--- config.mk ---
export PLATFORM = sky130hd
export DESIGN_NAME = forward_stall_ctrl
export DESIGN_NICKNAME = d
export VERILOG_FILES = /design/src/rtl/forward_stall_ctrl.sv
export SDC_FILE = /design/constraint.sdc
export NUM_CORES = 1
export LEC_CHECK = 0
export ABC_AREA = 1
export CORE_MARGIN = 2
export CORE_UTILIZATION = 35
export DETAILED_ROUTE_END_ITERATION = 10
export SKIP_CTS_REPAIR_TIMING = 1
export SYNTH_ARGS = -nofsm -noshare
export SYNTH_HDL_FRONTEND = slang
export SYNTH_SLANG_ARGS = --single-unit
export TNS_END_PERCENT = 1
--- constraint.sdc ---
create_clock -name clock -period 4.6 [get_ports clock]
set_input_delay 1.15 -clock clock [delete_from_list [all_inputs] [get_ports clock]]
set_output_delay 1.15 -clock clock [all_outputs]
set_load 0.03 [all_outputs]
--- src/rtl/forward_stall_ctrl.sv ---
// rtl/forward_stall_ctrl.sv - operand forwarding select, load hazard stall and stall watchdog
//
// Purpose: picks a forward source for each decode-stage operand and freezes
// the front of the pipe on load-use and slow-load hazards. It also keeps a
// saturating stall-cycle count and a sticky timeout flag.
//
// Ports:
//   clock, reset   rising-edge clock, asynchronous active-high reset
//   d_rs, d_use    decode operand register numbers (RA_W each) and read enables
//   e_wreg/e_m2reg/e_rn    EXE stage write-enable, is-load, destination
//   m_wreg/m_m2reg/m_rn    MEM stage write-enable, is-load, destination
//   m_ld_valid     MEM load data available this cycle
//   stat_clr       synchronous clear of stall_total
//   fwd            2-bit forward select per operand (00 rf, 01 exe, 10 mem alu, 11 mem load)
//   stall          combinational pipeline freeze
//   state          registered reason for the previous cycle's stall (00 run, 01 lu, 10 mw)
//   stall_total    saturating stall-cycle count
//   stall_timeout  sticky flag, set on the MAX_STALL-th consecutive stall cycle
module forward_stall_ctrl #(
    parameter int NSRC      = 2,
    parameter int RA_W      = 5,
    parameter int MAX_STALL = 16,
    parameter int STAT_W    = 16
) (
    input  logic                   clock,
    input  logic                   reset,
    input  logic [NSRC*RA_W-1:0]   d_rs,
    input  logic [NSRC-1:0]        d_use,
    input  logic                   e_wreg,
    input  logic                   e_m2reg,
    input  logic [RA_W-1:0]        e_rn,
    input  logic                   m_wreg,
    input  logic                   m_m2reg,
    input  logic [RA_W-1:0]        m_rn,
    input  logic                   m_ld_valid,
    input  logic                   stat_clr,
    output logic [NSRC*2-1:0]      fwd,
    output logic                   stall,
    output logic [1:0]             state,
    output logic [STAT_W-1:0]      stall_total,
    output logic                   stall_timeout
);

    localparam int RL_W = $clog2(MAX_STALL + 1);
    localparam logic [RL_W-1:0] RL_MAX  = RL_W'(MAX_STALL);
    localparam logic [RL_W-1:0] RL_TRIP = RL_W'(MAX_STALL - 1);

    typedef enum logic [1:0] {
        RUN = 2'b00,
        LU  = 2'b01,
        MW  = 2'b10
    } state_t;

    state_t          state_q;
    state_t          state_d;
    logic [RL_W-1:0] run_len;
    logic            lu_hit;
    logic            mw_hit;

    always_comb begin
        logic [RA_W-1:0] rs;
        logic            live;
        fwd    = '0;
        lu_hit = 1'b0;
        mw_hit = 1'b0;
        rs     = '0;
        live   = 1'b0;
        for (int i = 0; i < NSRC; i++) begin
            rs   = d_rs[i*RA_W +: RA_W];
            // Register 0 is hardwired, so it never needs forwarding or a stall.
            live = d_use[i] && (rs != '0);
            if (live && e_wreg && !e_m2reg && (e_rn == rs)) begin
                fwd[2*i +: 2] = 2'b01;
            end else if (live && m_wreg && !m_m2reg && (m_rn == rs)) begin
                fwd[2*i +: 2] = 2'b10;
            end else if (live && m_wreg && m_m2reg && (m_rn == rs)) begin
                fwd[2*i +: 2] = 2'b11;
                if (!m_ld_valid) begin
                    mw_hit = 1'b1;
                end
            end
            // A load still in EXE has no data yet: the consumer must wait a cycle.
            if (live && e_wreg && e_m2reg && (e_rn == rs)) begin
                lu_hit = 1'b1;
            end
        end
    end

    assign stall = lu_hit | mw_hit;
    assign state = state_q;

    // Next state depends only on the hits, so the unused encoding 11 falls
    // back to RUN on the following edge without special handling.
    always_comb begin
        state_d = RUN;
        if (mw_hit) begin
            state_d = MW;
        end else if (lu_hit) begin
            state_d = LU;
        end
    end

    always_ff @(posedge clock or posedge reset) begin
        if (reset) begin
            state_q       <= RUN;
            run_len       <= '0;
            stall_total   <= '0;
            stall_timeout <= 1'b0;
        end else begin
            state_q <= state_d;

            if (stall) begin
                if (run_len != RL_MAX) begin
                    run_len <= run_len + 1'b1;
                end
            end else begin
                run_len <= '0;
            end

            if (stall && (run_len == RL_TRIP)) begin
                stall_timeout <= 1'b1;
            end

            if (stat_clr) begin
                stall_total <= '0;
            end else if (stall && (stall_total != {STAT_W{1'b1}})) begin
                stall_total <= stall_total + 1'b1;
            end
        end
    end

endmodule

==> results.rst <==
.. list-table::
   :header-rows: 1

   * - Metric
     - Value
   * - Dominant register cell in the synthesized netlist
     - sky130_fd_sc_hd__dfrtp_1
   * - Parity-gate share of the synthesized area counting xor and xnor cells
     - 11.4%
   * - Fraction of met1 tracks used by global routing
     - 22.6%
   * - Outcome
     - finished, final reports clean
   * - Count of clock tree sinks
     - 24
   * - Post-detailed-route count of antenna-violating nets
     - 0
   * - Overall routing resource usage
     - 16.7%
   * - Critical Path RT
     - 3.45 ns
   * - Area delta synth->final
     - 32.3%
   * - Largest family of logic cells by synthesized area
     - simple AND/OR/NAND/NOR gates
   * - First-pass GRT wire length
     - 8290 um
   * - Overall die area
     - 0.00611 mm2
   * - Max FO, Critical Path
     - 4
   * - Final Critical Period
     - 4.33 ns
   * - Clk slew on worst S/H paths
     - 0.08 ns
   * - Number of filler cells placed in the layout
     - 531
   * - Post-Synthesis Net Count
     - 314
   * - Root Driver
     - sky130_fd_sc_hd__clkbuf_8
   * - Final estimated routing congestion in global placement
     - 0.883
   * - Library cell with the largest summed area after synthesis
     - sky130_fd_sc_hd__dfrtp_1
   * - Cell seen most often among critical-path stages
     - sky130_fd_sc_hd__nand2_1
   * - Seq/Total Area, Yosys
     - 31.2%
   * - GR met3 Demand/Resource
     - 2.76%
   * - R2r startpoint
     - stall_total[0]$_DFFE_PP0P_
   * - Largest delay contributor family on the critical path
     - buffers and inverters
   * - Finish-stage setup viols
     - 0
   * - Total count of hold-check failures in the final report
     - 0
   * - Critical Path Start Type
     - input pin
   * - Total vias in the final route
     - 1889
   * - Worst min-delay path category
     - register to register
   * - Number of gates on the worst path with buffers counted
     - 12
   * - Fraction of final layout cells with drive strength greater than 1
     - 3.64%
   * - Height of the die
     - 78.2 um
   * - Worst path cell trace
     - clkdlybuf4s50_1, inv_1, nand2_1, nand2_1, nor2_1, nand3_1, nor2_1, nand3_1, nand2_1, nand2_2, nand2_4, clkdlybuf4s50_1
   * - Summed negative setup slack over all endpoints
     - 0 ns
   * - GRT busiest layer
     - met2
   * - Cell area power density
     - 163 mW/mm2
   * - Largest stage delay, worst path
     - 0.66 ns
   * - Routed via count divided by cell count
     - 4.72
   * - Worst-margin pin slew
     - 0.934 ns
   * - Num ports
     - 54
   * - Maximum VDD drop
     - 0.0785 mV
   * - Routed wire per std cell
     - 11.9 um
   * - Multiplexer share of the synthesized area
     - 0%
   * - Max Transition Viols Final
     - 0
   * - Simple logic cell fraction of the synthesized area
     - 42.1%
   * - Compound-Gate Fraction of Synth Area
     - 1.95%
   * - Post-layout instance area
     - 0.00255 mm2
   * - Most area-consuming cells after synthesis
     - sky130_fd_sc_hd__dfrtp_1 (31%), sky130_fd_sc_hd__nand2_1 (13%), sky130_fd_sc_hd__nand3_1 (8.6%)
   * - Pleak
     - 1.28 nW
   * - Proportion of netlist area held by the largest area contributor
     - 31.2%
   * - Number of distinct library cells after synthesis
     - 27
   * - Seq cells post-synth
     - 24
   * - Number of CTS-inserted buffers
     - 3
   * - Worst-case register-to-register setup slack
     - 2.60 ns
   * - Hold Crit Depth
     - 1
   * - First-pass detailed-route iteration total
     - 4
   * - Post-synth EDFFs
     - 0
   * - Worst-case clock skew
     - 0.00836 ns
   * - Total number of placement rows
     - 26
   * - Count of buffering cells on the critical path with inverters included
     - 3
   * - Synth Area in Adders
     - 2.60%
   * - Violation count after the first detailed-route iteration
     - 121
   * - Standard cell with the maximum stage delay on the critical path
     - sky130_fd_sc_hd__clkdlybuf4s50_1
   * - Combined area of all synthesized cells
     - 0.00192 mm2
   * - Number of cells on the worst reg-to-reg path
     - 9
   * - WP data arrival
     - 3.18 ns
   * - Start-to-end type of the worst setup path
     - input pin to primary output
   * - CTS tree
     - done
   * - Worst reg2reg path endpoint
     - stall_total[10]$_DFFE_PP0P_
   * - Initial Util
     - 37.0%
   * - Hold Path End
     - stall_timeout$_DFFE_PP0P_
   * - Yosys warnings
     - 0
   * - Source of the worst hold timing path
     - stall_timeout$_DFFE_PP0P_
   * - Setup repair after global routing missed its margin
     - no
   * - Die Wd
     - 78.2 um
   * - Post-layout nets
     - 366
   * - Cell area after placement
     - 0.00250 mm2
   * - Met2 Track Usage GR
     - 27.6%
   * - Post-Syn Area per Cell
     - 6.87 um2
   * - Core region area
     - 0.00520 mm2
   * - Final period util
     - 94.2%
   * - Synthesized netlist cell count
     - 280
   * - Remaining max-slew budget at the tightest pin
     - 37.6%
   * - Number of antenna violations at the first check in global routing
     - 0
   * - Crit end category
     - primary output
   * - DP HPWL
     - 3660 um
   * - Remaining global-route overflow
     - 0
   * - Most common cell after layout, fill and taps aside
     - sky130_fd_sc_hd__nand2_1
   * - Largest net degree at the start of global routing
     - 33
   * - H-tree levels
     - 1
   * - CTS max path bufs
     - 2
   * - Post-synthesis async set-or-reset flop share
     - 100%
   * - DRC violations left
     - 0
   * - Number of global-route vias before repair
     - 1775
   * - Antenna cells
     - 0
   * - Most frequent cells in the layout
     - sky130_fd_sc_hd__nand2_1 (69), sky130_fd_sc_hd__clkdlybuf4s50_1 (53), sky130_fd_sc_hd__inv_1 (43), sky130_fd_sc_hd__nand3_1 (33), sky130_fd_sc_hd__nor2_1 (28)
   * - Count of maximum capacitance violations
     - 0
   * - Max frequency
     - 231 MHz
   * - Port Buf Inserts
     - 53
   * - Worst-Skew Late Latency
     - 0.27 ns
   * - Total detailed-routing wirelength
     - 4760 um
## flip-flops by register name (all words and copies together) (netlist names)
name / flops
stall_total: 16
run_len: 5
state: 2
stall_timeout: 1
## report_power, final
| group | leakage (nW) | switching, mW | total (mW) | internal, mW |
|---|---|---|---|---|
| Combinational | 0.921 | 0.0413 | 0.0782 | 0.0369 |
| Sequential | 0.335 | 0.000415 | 0.212 | 0.211 |
| Clock | 0.0216 | 0.0672 | 0.126 | 0.0587 |
## layout make-up
type                    instances  area, um2  share of cell area, %
clock buffers                   3       41.3                   1.62
flip-flops and latches         24        601                   23.6
inverters                      43        161                   6.34
repair buffers                 54        538                   21.1
well taps                      70       87.6                   3.44
multi-input cells             206       1120                   43.9
## metrics by stage
step / total power, mW / hold WS, ns / setup WS (ns) / util, % / cells
after global placement: 0.294 / 0.444 / 0.229 / 48.1 / 397
final: 0.416 / 0.461 / 0.266 / 48.9 / 400
after floorplan: 0.253 / 0.520 / 1.27 / - / 280
after global routing: 0.438 / 0.489 / 0.0921 / 48.9 / 400
after CTS: 0.422 / 0.467 / 0.246 / 48.9 / 400
after detailed placement: 0.294 / 0.448 / 0.250 / 48.1 / 397
## worst max-delay path by stage
stage	start	end
after floorplan	m_rn[0]	fwd[0]
after global placement	d_rs[6]	stall
after detailed placement	d_rs[6]	stall
after CTS	d_rs[5]	stall
after global routing	d_rs[5]	stall
final	d_rs[6]	stall
## cell usage after synthesis, types with 3 or more instances
library cell,n
sky130_fd_sc_hd__nand2_1,69
sky130_fd_sc_hd__inv_1,43
sky130_fd_sc_hd__nand3_1,33
sky130_fd_sc_hd__nor2_1,28
sky130_fd_sc_hd__dfrtp_1,24
sky130_fd_sc_hd__nand4_1,21
sky130_fd_sc_hd__xor2_1,18
sky130_fd_sc_hd__xnor2_1,7
sky130_fd_sc_hd__nor3_1,5
sky130_fd_sc_hd__ha_1,4
sky130_fd_sc_hd__buf_2,3
sky130_fd_sc_hd__nor4_1,3
sky130_fd_sc_hd__o21ai_0,3
## metal layers
layer	routed length [um]	part of all wire, %
met5	0	0
met4	42	0.88
met3	189	4.0
met2	2270	48
met1	2260	47
## logic make-up after synthesis
kind of cell,after synthesis
DFF,24
buffers and inverters,50
xor gates and xnor gates,25
adders and majority gates,4
and+or+nand+nor,170
AOI/OAI and AO/OA,7
Note: power is estimated with default switching activity, not from simulation.
